**src/rtl/sump_cmd_tx.sv**
```systemverilog
// SUMP host-side command serializer: sends {data, opcode} as 8N1 UART frames,
// opcode first, then data bytes LSB-first for long commands (opcode[7]=1).
// Optional XOFF flow control at byte boundaries: define SUMP_CMD_TX_FLOW_EN.
module sump_cmd_tx #(
  parameter int FREQ = 100000000,
  parameter int RATE = 115200
) (
  input  logic        clock,
  input  logic        reset,
  input  logic [39:0] cmd,
  input  logic        cmd_valid,
  output logic        cmd_ready,
  output logic        busy,
  output logic        done,
  output logic        uart_tx
`ifdef SUMP_CMD_TX_FLOW_EN
  ,
  input  logic        pause
`endif
);

  localparam int DIVISOR = FREQ / RATE;
  localparam int CNT_W   = (DIVISOR > 2) ? $clog2(DIVISOR) : 1;
  localparam logic [CNT_W-1:0] CNT_LAST = CNT_W'(DIVISOR - 1);

  generate
    if (DIVISOR < 2) begin : g_divisor_check
      $error("sump_cmd_tx: FREQ/RATE must be at least 2");
    end
  endgenerate

  typedef enum logic [2:0] {
    S_IDLE,
    S_START,
    S_DATA,
    S_STOP
`ifdef SUMP_CMD_TX_FLOW_EN
    ,
    S_HOLD
`endif
  } state_t;

  state_t           state_q, state_d;
  logic [CNT_W-1:0] cnt_q, cnt_d;
  logic [2:0]       bit_q, bit_d;
  logic [2:0]       byte_q, byte_d;
  logic [39:0]      cmd_q, cmd_d;
  logic             long_q, long_d;
  logic             tx_q, tx_d;
  logic             busy_q, busy_d;
  logic             done_q, done_d;

  logic [7:0]       cur_byte;
  logic             cnt_wrap;
  logic             last_byte;

  // Byte k of the latched command is cmd[8k+7:8k]: opcode, then data LSB-first.
  always_comb begin
    case (byte_q)
      3'd0:    cur_byte = cmd_q[7:0];
      3'd1:    cur_byte = cmd_q[15:8];
      3'd2:    cur_byte = cmd_q[23:16];
      3'd3:    cur_byte = cmd_q[31:24];
      default: cur_byte = cmd_q[39:32];
    endcase
  end

  assign cnt_wrap  = (cnt_q == CNT_LAST);
  assign last_byte = (byte_q == (long_q ? 3'd4 : 3'd0));

  always_comb begin
    // NOTE: every _d gets its hold value first so no path leaves it unassigned (no latches).
    state_d = state_q;
    cnt_d   = cnt_q;
    bit_d   = bit_q;
    byte_d  = byte_q;
    cmd_d   = cmd_q;
    long_d  = long_q;
    tx_d    = tx_q;
    busy_d  = busy_q;
    done_d  = 1'b0;

    unique case (state_q)
      S_IDLE: begin
        if (cmd_valid) begin
          cmd_d  = cmd;
          long_d = cmd[7];
          byte_d = 3'd0;
          bit_d  = 3'd0;
          cnt_d  = '0;
          busy_d = 1'b1;
`ifdef SUMP_CMD_TX_FLOW_EN
          if (pause) begin
            state_d = S_HOLD;
            tx_d    = 1'b1;
          end else
`endif
          begin
            state_d = S_START;
            tx_d    = 1'b0;
          end
        end
      end

      S_START: begin
        if (cnt_wrap) begin
          cnt_d   = '0;
          bit_d   = 3'd0;
          state_d = S_DATA;
          tx_d    = cur_byte[0];
        end else begin
          cnt_d = cnt_q + 1'b1;
        end
      end

      S_DATA: begin
        if (cnt_wrap) begin
          cnt_d = '0;
          if (bit_q == 3'd7) begin
            state_d = S_STOP;
            tx_d    = 1'b1;
          end else begin
            bit_d = bit_q + 3'd1;
            tx_d  = cur_byte[bit_q + 3'd1];
          end
        end else begin
          cnt_d = cnt_q + 1'b1;
        end
      end

      S_STOP: begin
        if (cnt_wrap) begin
          cnt_d = '0;
          if (last_byte) begin
            state_d = S_IDLE;
            busy_d  = 1'b0;
            done_d  = 1'b1;
            tx_d    = 1'b1;
          end else begin
            byte_d = byte_q + 3'd1;
            bit_d  = 3'd0;
            // Next start bit follows the stop bit with no idle gap unless the far end paused us.
`ifdef SUMP_CMD_TX_FLOW_EN
            if (pause) begin
              state_d = S_HOLD;
              tx_d    = 1'b1;
            end else
`endif
            begin
              state_d = S_START;
              tx_d    = 1'b0;
            end
          end
        end else begin
          cnt_d = cnt_q + 1'b1;
        end
      end

`ifdef SUMP_CMD_TX_FLOW_EN
      S_HOLD: begin
        cnt_d = '0;
        if (!pause) begin
          state_d = S_START;
          tx_d    = 1'b0;
        end
      end
`endif

      default: begin
        state_d = S_IDLE;
        busy_d  = 1'b0;
        tx_d    = 1'b1;
      end
    endcase
  end

  // NOTE: sequential state uses non-blocking assignments only; reset is asynchronous and active-low.
  always_ff @(posedge clock or negedge reset) begin
    if (!reset) begin
      state_q <= S_IDLE;
      cnt_q   <= '0;
      bit_q   <= 3'd0;
      byte_q  <= 3'd0;
      cmd_q   <= '0;
      long_q  <= 1'b0;
      tx_q    <= 1'b1;
      busy_q  <= 1'b0;
      done_q  <= 1'b0;
    end else begin
      state_q <= state_d;
      cnt_q   <= cnt_d;
      bit_q   <= bit_d;
      byte_q  <= byte_d;
      cmd_q   <= cmd_d;
      long_q  <= long_d;
      tx_q    <= tx_d;
      busy_q  <= busy_d;
      done_q  <= done_d;
    end
  end

  assign cmd_ready = (state_q == S_IDLE);
  assign busy      = busy_q;
  assign done      = done_q;
  assign uart_tx   = tx_q;

endmodule
```
**config.mk**
```make
export PLATFORM = sky130hd
export DESIGN_NAME = sump_cmd_tx
export DESIGN_NICKNAME = d
export VERILOG_FILES = /design/src/rtl/sump_cmd_tx.sv
export SDC_FILE = /design/constraint.sdc
export NUM_CORES = 1
export LEC_CHECK = 0
export CORE_MARGIN = 5
export CORE_UTILIZATION = 50
export CTS_BUF_LIST = sky130_fd_sc_hd__clkbuf_4
export CTS_CLUSTER_DIAMETER = 60
export CTS_CLUSTER_SIZE = 14
export DETAILED_ROUTE_END_ITERATION = 10
export HOLD_SLACK_MARGIN = 0.12
export PLACE_DENSITY = 0.84
export SYNTH_ARGS = -nofsm -noshare
export SYNTH_HDL_FRONTEND = slang
export SYNTH_SLANG_ARGS = --single-unit
```
**constraint.sdc**
```tcl
create_clock -name clock -period 2.55 [get_ports clock]
set_clock_uncertainty 0.15 [all_clocks]
set_input_delay 0.255 -clock clock [delete_from_list [all_inputs] [get_ports clock]]
set_output_delay 0.255 -clock clock [all_outputs]
set_load 0.01 [all_outputs]
```
=== After elaboration in Yosys (flattened, before gate mapping) ===
Index checks and enable logic that the tools add are counted.
W data, S select, Z words.

* Bits in registers: 63
* Input bits: 43

* $add $sub $neg: 3
* Magnitude comparators: 1
* Eq/ne operators: 17
* Mux-type cells: 37
* Bitwise gates (word level): 1
* Reductions and logical operators: 14

{| class="wikitable"
|+ Operators by type and width
! kind !! number
|-
| $mux W3 || 14
|-
| $pmux W8 S4 || 1
|-
| $pmux W3 S4 || 2
|-
| $mux W10 || 2
|-
| $pmux W10 S2 || 1
|-
| $ne A2 B2 Y1 const B || 8
|-
| $mux W1 || 13
|-
| $eq A3 B2 Y1 const B || 4
|-
| $reduce_and A4 Y1 || 3
|-
| $add A10 B1 Y10 const B || 1
|-
| $eq A10 B10 Y1 const B || 1
|-
| $reduce_and A7 Y1 || 1
|-
| $add A3 B1 Y3 const B || 2
|-
| $eq A3 B1 Y1 const B || 2
|-
| $logic_not A3 Y1 || 2
|-
| $pmux W3 S2 || 1
|-
| $reduce_and A5 Y1 || 1
|-
| $lt A3 B4 Y1 const B || 1
|-
| $pmux W1 S4 || 1
|-
| $reduce_and A2 Y1 || 2
|-
| $reduce_bool A2 Y1 || 2
|-
| $reduce_bool A4 Y1 || 1
|-
| $bmux W1 S3 || 1
|-
| $eq A3 B3 Y1 || 1
|-
| other kinds (5) || 5
|}

=== Depth between registers and ports, before layout ===
Gate-level depths: netlist (run 1).

* Word-level depth: 7
* Gate-level depth with buffers: 9
* Gate-level depth less buffers: 7

=== Worst setup path after synthesis (run 1) ===
No wires, ideal clock.

* Path type: reg2reg
* Start: register cnt_q[0]
* End: register state_q[0]
* Library setup time: 119 ps
* Data arrival time: 1922 ps
* Data required time: 2281 ps
* Path slack: 359 ps
* Cell stages (with the launch flop): 7
* Path buffers: 0
* Period minus slack after synthesis: 2191 ps
* Cell sequence: dfrtp_1 ha_1 or4b_4 nor3_4 o21ai_2 or4_1 o21a_1

* Cells in the longest elaborated chain, start to end: 3
* Elaborated cells between the ends (all ways): 5
* Classes of those cells: eq/ne (4); reduce/logical (1)

{| class="wikitable"
|+ RTL lines
! what !! line !! text
|-
| start, declared || 44 || <nowiki>logic [CNT_W-1:0] cnt_q, cnt_d;</nowiki>
|-
| start signal, assigned || 191 || <nowiki>cnt_q <= cnt_d;</nowiki>
|-
| $eq A10 B10 Y1 (*) || 68 || <nowiki>assign cnt_wrap = (cnt_q == CNT_LAST);</nowiki>
|-
| $ne A2 B2 Y1 (no source line) || n/a ||
|-
| $reduce_and A5 Y1 (no source line) (*) || n/a ||
|-
| end signal, assigned || 190 || <nowiki>state_q <= state_d;</nowiki>
|-
| end, declared || 43 || <nowiki>state_t state_q, state_d;</nowiki>
|}

Every way passes the cells marked *; elsewhere a longest branch is shown, timed or not.
A chain may end at the register's enable or synchronous reset.

=== Final worst setup path (run 1) ===
* Start: register cnt_q[0]
* End: register bit_q[2]

* Cells in the longest elaborated chain, start to end: 3
* Elaborated cells between the ends (all ways): 5
* Classes of those cells: eq/ne (4); reduce/logical (1)

{| class="wikitable"
|+ RTL lines
! what !! line !! text
|-
| $eq A10 B10 Y1 (*) || 68 ||
|-
| $ne A2 B2 Y1 (no source line) || n/a ||
|-
| $reduce_and A7 Y1 (no source line) (*) || n/a ||
|-
| end signal, assigned || 192 || <nowiki>bit_q <= bit_d;</nowiki>
|-
| end, declared || 45 || <nowiki>logic [2:0] bit_q, bit_d;</nowiki>
|}

Marked as above.

==> impl_summary.log, run 1 <==
[metrics] effective utilization at floorplan: 0.517
[metrics] routed length per instance: 16.3 um
[metrics] number of nets still failing antenna checks after routing: 0
[metrics] setup repair after global routing missed its margin: no
[metrics] final setup violating endpoints: 0
[metrics] share of the yosys chip area belonging to registers: 0.496
[metrics] Clock Latency Late Sink: 0.41 ns
[metrics] Congestion Overflow GR: 0
[metrics] cell type with the largest total area after synthesis: sky130_fd_sc_hd__dfrtp_1
[metrics] dpl hpwl: 4820 um
[metrics] via count: 2346
[metrics] minimum clock period after layout: 2.34 ns
[metrics] largest voltage drop on the vdd net: 0.000557 V
[metrics] maximum capacitance violations: 0
[metrics] startpoint class of the critical path: register
[metrics] Sum Neg Setup Slack: 0 ns
[metrics] cell with the largest stage delay on the worst path: sky130_fd_sc_hd__or4b_4
[metrics] Crit. End Element: register
[metrics] Core Util, Final: 0.631
[metrics] worst rel slew slack: 0.542
[metrics] GR Util met1: 0.240
[metrics] Internal: 0.00252 W
[metrics] distinct cell type count of the synthesized netlist: 46
[metrics] fmax: 427 MHz
[metrics] layout cell share with drive strength beyond 1: 0.216
[metrics] die boundary width: 88.5 um
[metrics] Post-Place Worst Slack: 0.243 ns
[metrics] P_sw: 0.00155 W
[metrics] Die Height: 88.5 um
[metrics] post-detailed-route DRC marker count: 0
[metrics] first drt pass iteration count: 4
[metrics] combinational power share: 0.449
[metrics] EDFF count, synth: 0
[metrics] share of the synthesized area in the top cell type: 0.488
[metrics] global-route wire length before repair: 11200 um
[metrics] routability cong.: 0.852
[metrics] mean number of vias per cell: 5.82
[metrics] part of the power in the clock network: 0.142
[metrics] ratio of total power to cell area: 1080 nW/um^2
[metrics] Avg Synthesized Cell Area: 11.3 um^2
[metrics] P&R area growth vs syn: 22.0%
[metrics] Clock Pin Slew Worst Setup and Hold Paths: 0.11 ns
[metrics] Clock Sink Count: 61
[metrics] CTS max path bufs: 2
[metrics] number of global-route vias before repair: 2365
[metrics] synthesized cell area: 3080 um^2
[metrics] number of antenna violations at the first check in global routing: 0
[metrics] worst path setup slack after routing: 0.206 ns
[metrics] count of input and output buffers: 46
[metrics] Final Total Pwr: 0.00407 W
[metrics] peak-usage layer in the global routing report: met2
[metrics] nets in the synthesized netlist: 329
[metrics] Critical Path Max Stage Delay: 0.50 ns
[metrics] power share of the sequential group: 0.410
[metrics] type of the most critical hold path: in2async
[metrics] fin crit share: 0.919
[metrics] FP Rows: 28
[metrics] cell types occupying the most area after synthesis: sky130_fd_sc_hd__dfrtp_1 49%, sky130_fd_sc_hd__mux2_2 15%, sky130_fd_sc_hd__ha_1 5.3%, sky130_fd_sc_hd__a22oi_1 2.9%, sky130_fd_sc_hd__nand2_1 2.2%
[metrics] total of flip-flops plus latches after synthesis: 61
[metrics] Inserted Clock Buffers: 9
[metrics] met2 Usage GRT: 0.296
[metrics] final-report hold violation count: 0
[metrics] switching share of power: 0.381
[metrics] initial detailed-routing violation count: 173
[metrics] synthesized netlist cell count: 273
[metrics] Max Fanout on Critical Path: 8
[metrics] met3 track utilization from global routing: 0.0642
[metrics] IO Pins: 47
[metrics] Max H-tree Level: 3
[metrics] Ys Warns: 0
[metrics] total count of max-transition violations in the final report: 0
[metrics] Worst Path Required: 2.74 ns
[metrics] TritonCTS clock tree: yes
[metrics] number of nets at the end of the flow: 379
[metrics] transition at the pin with the smallest max-transition slack: 0.688 ns
[metrics] Post-synth top flop: sky130_fd_sc_hd__dfrtp_1
[metrics] type of the worst setup path: reg2reg
[metrics] result of the run: complete, no violations
[metrics] Total Die Area: 7830 um^2
[metrics] wirelength, routed: 6560 um
[metrics] arrival time of the worst setup path: 2.54 ns
[metrics] antenna diode instance count: 0
[metrics] CTS Root Buffer Type: sky130_fd_sc_hd__clkbuf_4
[metrics] cell leakage power: 1.58 nW
[metrics] Cell Chain, Critical Path: ha_1, or4b_4, nor3_4, o211ai_1, o31ai_1, a22o_1
[metrics] worst hold margin: 0.284 ns
[metrics] area of the core region: 5960 um^2
[metrics] share of flip-flops with an asynchronous set or reset: 1.00
[metrics] pin count of the biggest net entering global routing: 42
[metrics] GRT Resource Usage Total: 0.187
## final cells by class
type                       instances  area [um^2]
clock buffer                      10         75.1
clock inverter                     6         38.8
fill                             481         2200
inverter                          13         48.8
multi-input combinational        186         1460
sequential                        61         1530
tap                               75         93.8
timing repair buffer              52          515
## per-stage QoR
step	area [um^2]	instances
after floorplan	3080	273
after global placement	3630	386
after detailed placement	3630	386
after CTS	3750	403
after global routing	3760	403
final	3760	403
## synthesized netlist by cell type (2+ instances only)
cell	number
sky130_fd_sc_hd__o211ai_1	2
sky130_fd_sc_hd__a22o_1	4
sky130_fd_sc_hd__a21oi_1	4
sky130_fd_sc_hd__o21ai_0	13
sky130_fd_sc_hd__clkbuf_1	12
sky130_fd_sc_hd__ha_1	13
sky130_fd_sc_hd__nand2_1	18
sky130_fd_sc_hd__nor2_1	13
sky130_fd_sc_hd__mux2_2	41
sky130_fd_sc_hd__inv_1	13
sky130_fd_sc_hd__nand2b_1	4
sky130_fd_sc_hd__a211oi_1	2
sky130_fd_sc_hd__a22oi_1	12
sky130_fd_sc_hd__o2bb2ai_1	2
sky130_fd_sc_hd__a31oi_1	4
sky130_fd_sc_hd__and3_1	2
sky130_fd_sc_hd__xor2_1	2
sky130_fd_sc_hd__nand3_1	7
sky130_fd_sc_hd__dfrtp_1	60
sky130_fd_sc_hd__a222oi_1	2
sky130_fd_sc_hd__o31ai_1	2
sky130_fd_sc_hd__a311oi_1	5
sky130_fd_sc_hd__xnor2_1	2
sky130_fd_sc_hd__a21o_1	2
sky130_fd_sc_hd__nor3_1	3
sky130_fd_sc_hd__nor2b_1	9
## power groups by stage
stage	sequential [W]	combinational [W]	clock, W
finish	0.00167	0.00183	0.000576
global placement	0.00166	0.00175	0
floorplan	0.00160	0.00136	0
detailed placement	0.00169	0.00182	0
global route	0.00173	0.00203	0.000646
CTS	0.00167	0.00183	0.000595
## timing repair
item | in CTS | in global routing
hold buffers | 1 | 0
resized for setup | 0 | 1
setup endpoints to repair | 0 | 1
hold endpoints to repair | 29 | 0
setup buffers | 0 | 0
## path summary, 6_finish.rpt
| check | start | end | slack, ns | depth (start not counted) |
|---|---|---|---|---|
| worst max-delay path | cnt_q[0] | bit_q[2] | 0.21 | 6 |
| worst min-delay path | reset | cmd_q[10] | 0.28 | 2 |
| worst max register to register | cnt_q[0] | bit_q[2] | 0.21 | 6 |
| worst min register to register | cnt_q[9] | cnt_q[9] | 0.33 | 1 |
| max in group asynchronous | reset | uart_tx | 1.27 | 3 |
| min in group clock | cmd[4] | cmd_q[4] | 0.30 | 2 |
## metal layers
metal  vias to the layer above  wire [um]
met5                         -          0
met2                        72       3140
li1                       1101          -
met3                        16        440
met4                         0        150
met1                      1157       2830
## worst max-delay path, delay by kind of cell (launching register included)
kind,cells,cell delay (ns)
adders and majority gates,1,0.20
and+or+nand+nor,2,0.78
AOI/OAI and AO/OA,3,0.75
DFF,1,0.40
## logic make-up (layout without fill, tap and decap cells)
logic type,Yosys count,in the layout,synth area share
flip-flops,61,61,0.496
buffers and inverters,26,81,0.0317
adder cells (fa/ha/maj),13,13,0.0528
XOR/XNOR,4,4,0.0114
multiplexers,41,41,0.150
AO/OA/AOI/OAI,63,63,0.148
AND/OR/NAND/NOR,65,65,0.109
## sequential cells by signal, summed over array words and instances, names as in the netlist
name / count
byte_q: 3
uart_tx: 1
state_q: 2
busy: 1
cnt_q: 10
cmd_q: 40
bit_q: 3
done: 1
## cells in the final DEF, fill, tap and decap left out, types with 10 or more instances in the layout
cell,netlist,final
sky130_fd_sc_hd__a22oi_1,12,12
sky130_fd_sc_hd__clkbuf_4,0,10
sky130_fd_sc_hd__clkdlybuf4s50_1,0,45
sky130_fd_sc_hd__dfrtp_1,60,60
sky130_fd_sc_hd__ha_1,13,12
sky130_fd_sc_hd__inv_1,13,13
sky130_fd_sc_hd__mux2_2,41,41
sky130_fd_sc_hd__nand2_1,18,18
sky130_fd_sc_hd__nor2_1,13,13
sky130_fd_sc_hd__o21ai_0,13,13
No activity file was read; power rests on OpenSTA's default activity.
==> run 2: changes to the inputs <==
--- a/config.mk
+++ b/config.mk
@@ -12,7 +12,7 @@
 export CTS_CLUSTER_SIZE = 14
 export DETAILED_ROUTE_END_ITERATION = 10
 export HOLD_SLACK_MARGIN = 0.12
-export PLACE_DENSITY = 0.84
+export PLACE_DENSITY = 0.77
 export SYNTH_ARGS = -nofsm -noshare
 export SYNTH_HDL_FRONTEND = slang
 export SYNTH_SLANG_ARGS = --single-unit
==> impl_summary.log, run 2 (synthesis gave the netlist of run 1 again) <==
[metrics] TritonCTS clock tree: yes
[metrics] Clock Sink Count: 61 (unchanged)
[metrics] layout cell share with drive strength beyond 1: 0.218 (+0.00106)
[metrics] number of nets at the end of the flow: 382 (+0.79%)
[metrics] die boundary width: 88.5 um (unchanged)
[metrics] most used cells in the layout excluding fill and tap cells: 60 x sky130_fd_sc_hd__dfrtp_1, 45 x sky130_fd_sc_hd__clkdlybuf4s50_1, 41 x sky130_fd_sc_hd__mux2_2
[metrics] Reg2Reg Launch Point: cnt_q[0]
[metrics] dpl hpwl: 4810 um (-0.36%)
[metrics] final setup violating endpoints: 0 (unchanged)
[metrics] WP depth: 6 (unchanged)
[metrics] IO Pins: 47 (unchanged)
[metrics] antenna diode instance count: 0 (unchanged)
[metrics] fin crit share: 0.916 (-0.00316)
[metrics] transition at the pin with the smallest max-transition slack: 0.555 ns (-0.133 ns)
[metrics] startpoint class of the critical path: register
[metrics] Crit. End Element: register
[metrics] total count of max-transition violations in the final report: 0 (unchanged)
[metrics] post-detailed-route DRC marker count: 0 (unchanged)
[metrics] maximum capacitance violations: 0 (unchanged)
[metrics] Inserted Clock Buffers: 9 (unchanged)
[metrics] number of global-route vias before repair: 2343 (-0.93%)
[metrics] crit path buf inv count: 0 (unchanged)
[metrics] via count: 2290 (-2.4%)
[metrics] number of buffers inserted to repair setup after CTS: 0 (unchanged)
[metrics] ratio of total power to cell area: 1120 nW/um^2 (+2.9%)
[metrics] Critical Path Max Stage Delay: 0.51 ns (about the same)
[metrics] Clock Pin Slew Worst Setup and Hold Paths: 0.10 ns (about the same)
[metrics] final-report hold violation count: 0 (unchanged)
[metrics] result of the run: complete, no violations
[metrics] largest voltage drop on the vdd net: 0.000523 V (-6.1%)
[metrics] Clock Latency Late Sink: 0.42 ns (about the same)
[metrics] FP Rows: 28 (unchanged)
[metrics] Cell Chain, Critical Path: ha_1, or4b_4, nor3_4, o21ai_2, or4_1, o21a_1
[metrics] worst hold margin: 0.169 ns (-0.115 ns)
[metrics] top flop regs: cmd_q (40), cnt_q (10)
[metrics] Congestion Overflow GR: 0 (unchanged)
[metrics] number of flip-flops in the largest register: 40 (unchanged)
[metrics] Register-to-Register Setup Slack: 0.21 ns (about the same)
[metrics] top cell family by delay on the critical path: simple AND/OR/NAND/NOR gates
[metrics] worst rel slew slack: 0.628 (+0.0868)
[metrics] GRT Resource Usage Total: 0.187 (-0.000269)
[metrics] Die Height: 88.5 um (unchanged)
[metrics] minimum clock period after layout: 2.34 ns (-0.00805 ns)
[metrics] fmax: 428 MHz (+0.34%)
[metrics] global-route wire length before repair: 11100 um (-0.93%)
[metrics] setup repair after global routing missed its margin: no
[metrics] wirelength, routed: 6490 um (-1.1%)
[metrics] register ranked first by flip-flop count: cmd_q
[metrics] initial detailed-routing violation count: 130 (-25%)
[metrics] mean number of vias per cell: 5.64 (-3.1%)
[metrics] Max H-tree Level: 3 (unchanged)
[metrics] cell with the largest stage delay on the worst path: sky130_fd_sc_hd__or4b_4
[metrics] type of the worst setup path: reg2reg
[metrics] routed length per instance: 16.0 um (-1.8%)
[metrics] Critical path destination: state_q[0]
[metrics] area of the core region: 5960 um^2 (unchanged)
[metrics] number of antenna violations at the first check in global routing: 0 (unchanged)
[metrics] reg2reg path depth: 6 (unchanged)
[metrics] first drt pass iteration count: 4 (unchanged)
[metrics] number of nets still failing antenna checks after routing: 0 (unchanged)
[metrics] count of input and output buffers: 46 (unchanged)
[metrics] type of the most critical hold path: in2async
[metrics] most common cell after layout, fill and taps aside: sky130_fd_sc_hd__dfrtp_1
[metrics] arrival time of the worst setup path: 2.51 ns (-0.03 ns)
[metrics] P&R area growth vs syn: 23.7%
[metrics] effective utilization at floorplan: 0.517 (unchanged)
[metrics] routability cong.: 0.871 (+2.2%)
[metrics] Critical R2R Capture: state_q[0]
[metrics] Worst Path Required: 2.72 ns (-0.02 ns)
[metrics] CTS Root Buffer Type: sky130_fd_sc_hd__clkbuf_4
[metrics] cell leakage power: 1.62 nW (+2.0%)
[metrics] pin count of the biggest net entering global routing: 29 (-31%)
[metrics] Setup crit start: cnt_q[0]
[metrics] Sum Neg Setup Slack: 0 ns (unchanged)
[metrics] Max Fanout on Critical Path: 5 (-3)
[metrics] CTS max path bufs: 2 (unchanged)
[metrics] Total Die Area: 7830 um^2 (unchanged)
[run 2: per-stage QoR]
| step | instances | cell area [um^2] | util | power [W] | worst slack (ns) |
|---|---|---|---|---|---|
| after floorplan | 273 | 3080 | - | 0.00296 | 0.359 |
| after global placement | 389 | 3640 | 0.611 | 0.00343 | 0.286 |
| after detailed placement | 389 | 3640 | 0.611 | 0.00350 | 0.237 |
| after CTS | 406 | 3810 | 0.639 | 0.00427 | 0.214 |
| after global routing | 406 | 3810 | 0.639 | 0.00456 | 0.0628 |
| final | 406 | 3810 | 0.639 | 0.00425 | 0.214 |
[run 2: routing by layer]
layer | GRT usage | vias up | share of wire
li1 | - | 1111 | -
met4 | 0.0810 | 0 | 0.022
met2 | 0.300 | 55 | 0.47
met5 | 0 | - | 0
met1 | 0.244 | 1111 | 0.45
met3 | 0.0428 | 13 | 0.056
[run 2: cell type report]
type / count / area (um^2)
clock inverter: 7 / 90.1
fill: 496 / 2150
multi-input combinational: 186 / 1450
clock buffer: 9 / 67.6
inverter: 13 / 48.8
tap: 75 / 93.8
timing repair buffer: 55 / 526
sequential: 61 / 1530
[run 2: worst min-delay path by stage]
stage          start        end  slack, ns
2_1_floorplan  reset   bit_q[0]      -0.19
3_3_place_gp   reset  cmd_q[27]       0.07
3_5_place_dp   reset  cmd_q[27]       0.07
4_1_cts        reset  cmd_q[27]       0.13
5_1_grt        reset  cmd_q[27]       0.19
6_report       reset  byte_q[1]       0.17
[run 2: what timing repair did]
item	in CTS	in global routing
hold buffers	1	0
gates resized for setup	0	0
hold endpoints to repair	61	0
setup endpoints to repair	0	0
[run 2: worst reg2reg max path, stage by stage, from the launching register on]
cell                      delay, ns
sky130_fd_sc_hd__dfrtp_1       0.39
sky130_fd_sc_hd__ha_1          0.20
sky130_fd_sc_hd__or4b_4        0.51
sky130_fd_sc_hd__nor3_4        0.29
sky130_fd_sc_hd__o21ai_2       0.12
sky130_fd_sc_hd__or4_1         0.47
sky130_fd_sc_hd__o21a_1        0.11
[run 2: where the power goes]
group	switching, W	leakage (nW)	total (W)	internal [W]
Clock	0.000368	0.0833	0.000760	0.000392
Sequential	0.000275	0.749	0.00167	0.00140
Combinational	0.000897	0.784	0.00181	0.000918
Total	0.00154	1.62	0.00425	0.00271
==> run 3: changes to the inputs <==
--- a/config.mk
+++ b/config.mk
@@ -6,13 +6,13 @@
 export NUM_CORES = 1
 export LEC_CHECK = 0
 export CORE_MARGIN = 5
-export CORE_UTILIZATION = 50
+export CORE_UTILIZATION = 55
 export CTS_BUF_LIST = sky130_fd_sc_hd__clkbuf_4
 export CTS_CLUSTER_DIAMETER = 60
 export CTS_CLUSTER_SIZE = 14
 export DETAILED_ROUTE_END_ITERATION = 10
 export HOLD_SLACK_MARGIN = 0.12
-export PLACE_DENSITY = 0.77
+export PLACE_DENSITY = 0.83
 export SYNTH_ARGS = -nofsm -noshare
 export SYNTH_HDL_FRONTEND = slang
 export SYNTH_SLANG_ARGS = --single-unit
==> impl_summary.log, run 3 (synthesis gave the netlist of run 1 again) <==
[metrics] total placed instance area: 3630 um^2 (-0.31%)
[metrics] FP Rows: 27 (-3.6%)
[metrics] result of the run: complete, no violations
[metrics] IO Pins: 47 (unchanged)
[metrics] Core Util, Final: 0.686 (+0.0470)
[metrics] P&R area growth vs syn: 22.0%
[metrics] final-report hold violation count: 0 (unchanged)
[metrics] switching share of power: 0.384 (+0.0217)
[metrics] part of the power in the clock network: 0.143 (-0.036)
[metrics] Register-to-Register Setup Slack: 0.23 ns (+0.02 ns)
[metrics] top flop regs: cmd_q (40), cnt_q (10)
[metrics] Congestion Overflow GR: 0 (unchanged)
[metrics] final instance area: 3760 um^2 (-1.3%)
[metrics] number of antenna violations at the first check in global routing: 0 (unchanged)
[metrics] Cell Chain, Critical Path: ha_1, or4b_4, nor3_4, o21ai_2, or4_1, o21a_1
[metrics] Total Die Area: 7190 um^2 (-8.1%)
[metrics] global-route wire length before repair: 11300 um (+1.2%)
[metrics] number of nets still failing antenna checks after routing: 0 (unchanged)
[metrics] routed length per instance: 16.6 um (+4.0%)
[metrics] Max Fanout on Critical Path: 5 (unchanged)
[metrics] number of global-route vias before repair: 2358 (+0.64%)
[metrics] fmax: 432 MHz (+0.85%)
[metrics] most used cells in the layout excluding fill and tap cells: 60 x sky130_fd_sc_hd__dfrtp_1, 45 x sky130_fd_sc_hd__clkdlybuf4s50_1, 41 x sky130_fd_sc_hd__mux2_2
[metrics] number of flip-flops in the largest register: 40 (unchanged)
[metrics] number of buffers inserted to repair setup after CTS: 0 (unchanged)
[metrics] largest voltage drop on the vdd net: 0.000578 V (+10%)
[metrics] TritonCTS clock tree: yes
[metrics] Worst Path Required: 2.70 ns (-0.02 ns)
[metrics] startpoint class of the critical path: register
[metrics] number of fill cells in the layout: 427 (-14%)
[metrics] Critical Path Max Stage Delay: 0.50 ns (about the same)
[metrics] post-detailed-route DRC marker count: 0 (unchanged)
[metrics] number of hold buffers added after cts: 1 (unchanged)
[metrics] effective utilization at floorplan: 0.562 (+0.0456)
[metrics] Inserted Clock Buffers: 9 (unchanged)
[metrics] CTS Root Buffer Type: sky130_fd_sc_hd__clkbuf_4
[metrics] Clock Latency Late Sink: 0.41 ns (about the same)
[metrics] number of nets at the end of the flow: 381 (-0.26%)
[metrics] Reg2Reg Launch Point: cnt_q[0]
[metrics] most common cell after layout, fill and taps aside: sky130_fd_sc_hd__dfrtp_1
[metrics] arrival time of the worst setup path: 2.47 ns (-0.04 ns)
[metrics] register ranked first by flip-flop count: cmd_q
[metrics] initial detailed-routing violation count: 116 (-11%)
[metrics] fin crit share: 0.909 (-0.00771)
[metrics] setup repair after global routing missed its margin: no
[metrics] minimum clock period after layout: 2.32 ns (-0.0197 ns)
[metrics] via count: 2344 (+2.4%)
[metrics] Clock Pin Slew Worst Setup and Hold Paths: 0.11 ns (about the same)
[metrics] worst rel slew slack: 0.616 (-0.0126)
[metrics] cell leakage power: 1.59 nW (-1.7%)
[metrics] cell with the largest stage delay on the worst path: sky130_fd_sc_hd__or4b_4
[metrics] type of the most critical hold path: in2async
[metrics] P_sw: 0.00157 W (+1.9%)
[metrics] top cell family by delay on the critical path: simple AND/OR/NAND/NOR gates
[metrics] Sum Neg Setup Slack: 0 ns (unchanged)
[metrics] die boundary width: 84.8 um (-4.1%)
[metrics] count of cells resized by post-cts repair: 0 (unchanged)
[metrics] area of the core region: 5470 um^2 (-8.1%)
[metrics] transition at the pin with the smallest max-transition slack: 0.574 ns (+0.0188 ns)
[metrics] Max H-tree Level: 3 (unchanged)
[metrics] power share of the sequential group: 0.412 (+0.018)
[metrics] count of input and output buffers: 46 (unchanged)
[metrics] first drt pass iteration count: 5 (+1)
[metrics] final setup violating endpoints: 0 (unchanged)
[metrics] pin count of the biggest net entering global routing: 27 (-6.9%)
[metrics] Critical R2R Capture: state_q[0]
[metrics] Clock Sink Count: 61 (unchanged)
[metrics] type of the worst setup path: reg2reg
[metrics] CTS max path bufs: 2 (unchanged)
[metrics] combinational power share: 0.445 (+0.018)
[metrics] dpl hpwl: 4970 um (+3.4%)
[metrics] Internal: 0.00251 W (-7.2%)
[metrics] reg2reg path depth: 6 (unchanged)
[metrics] total count of max-transition violations in the final report: 0 (unchanged)
[metrics] layout cell share with drive strength beyond 1: 0.215 (-0.00237)
[metrics] Die Height: 84.8 um (-4.1%)
[metrics] GRT Resource Usage Total: 0.197 (+0.0100)
[metrics] ratio of total power to cell area: 1090 nW/um^2 (-2.6%)
[metrics] routability cong.: 0.838 (-3.8%)
[metrics] Crit. End Element: register
[metrics] combined area of the multi-input logic cells: 1450 um^2 (unchanged)
[metrics] mean number of vias per cell: 5.83 (+3.4%)
[metrics] FF/Latch Area: 1530 um^2 (unchanged)
[metrics] maximum capacitance violations: 0 (unchanged)
[metrics] crit path buf inv count: 0 (unchanged)
[metrics] antenna diode instance count: 0 (unchanged)
[metrics] wirelength, routed: 6680 um (+2.9%)
==> run 3: layout make-up <==
type | count | share of cell area
Clock inverter | 7 | 0.0133
Clock buffer | 9 | 0.0180
Sequential cell | 61 | 0.407
Inverter | 13 | 0.0130
Timing Repair Buffer | 54 | 0.138
Tap cell | 72 | 0.0240
Multi-Input combinational cell | 186 | 0.387
==> run 3: stage by stage <==
stage / cells / setup slack [ns] / total power [W] / hold WS, ns
2_1_floorplan: 273 / 0.359 / 0.00296 / -0.191
3_3_place_gp: 385 / 0.294 / 0.00343 / 0.0848
3_5_place_dp: 385 / 0.250 / 0.00350 / 0.0872
4_1_cts: 402 / 0.226 / 0.00409 / 0.162
5_1_grt: 402 / 0.0795 / 0.00440 / 0.198
6_report: 402 / 0.233 / 0.00408 / 0.184
==> run 3: layer usage <==
metal | vias to the layer above | wire length [um] | GRT usage
li1 | 1113 | - | -
met1 | 1163 | 2980 | 0.257
met2 | 59 | 3260 | 0.316
met3 | 9 | 376 | 0.0563
met4 | 0 | 65 | 0.0691
met5 | - | 0 | 0
==> run 3: worst max path at each step <==
stage / start / end / slack (ns) / cells past startpoint
2_1_floorplan: cnt_q[0] / state_q[0] / 0.36 / 6
3_3_place_gp: cnt_q[0] / state_q[0] / 0.29 / 6
3_5_place_dp: cnt_q[0] / state_q[0] / 0.25 / 6
5_1_grt: cnt_q[0] / state_q[0] / 0.08 / 6
4_1_cts: cnt_q[0] / state_q[0] / 0.23 / 6
6_report: cnt_q[0] / state_q[0] / 0.23 / 6
==> run 3: power by group through the flow <==
stage / combinational (W) / clock (W) / sequential [W]
finish: 0.00181 / 0.000584 / 0.00168
global placement: 0.00175 / 0 / 0.00168
detailed placement: 0.00180 / 0 / 0.00170
floorplan: 0.00136 / 0 / 0.00160
CTS: 0.00181 / 0.000600 / 0.00168
global route: 0.00202 / 0.000644 / 0.00173
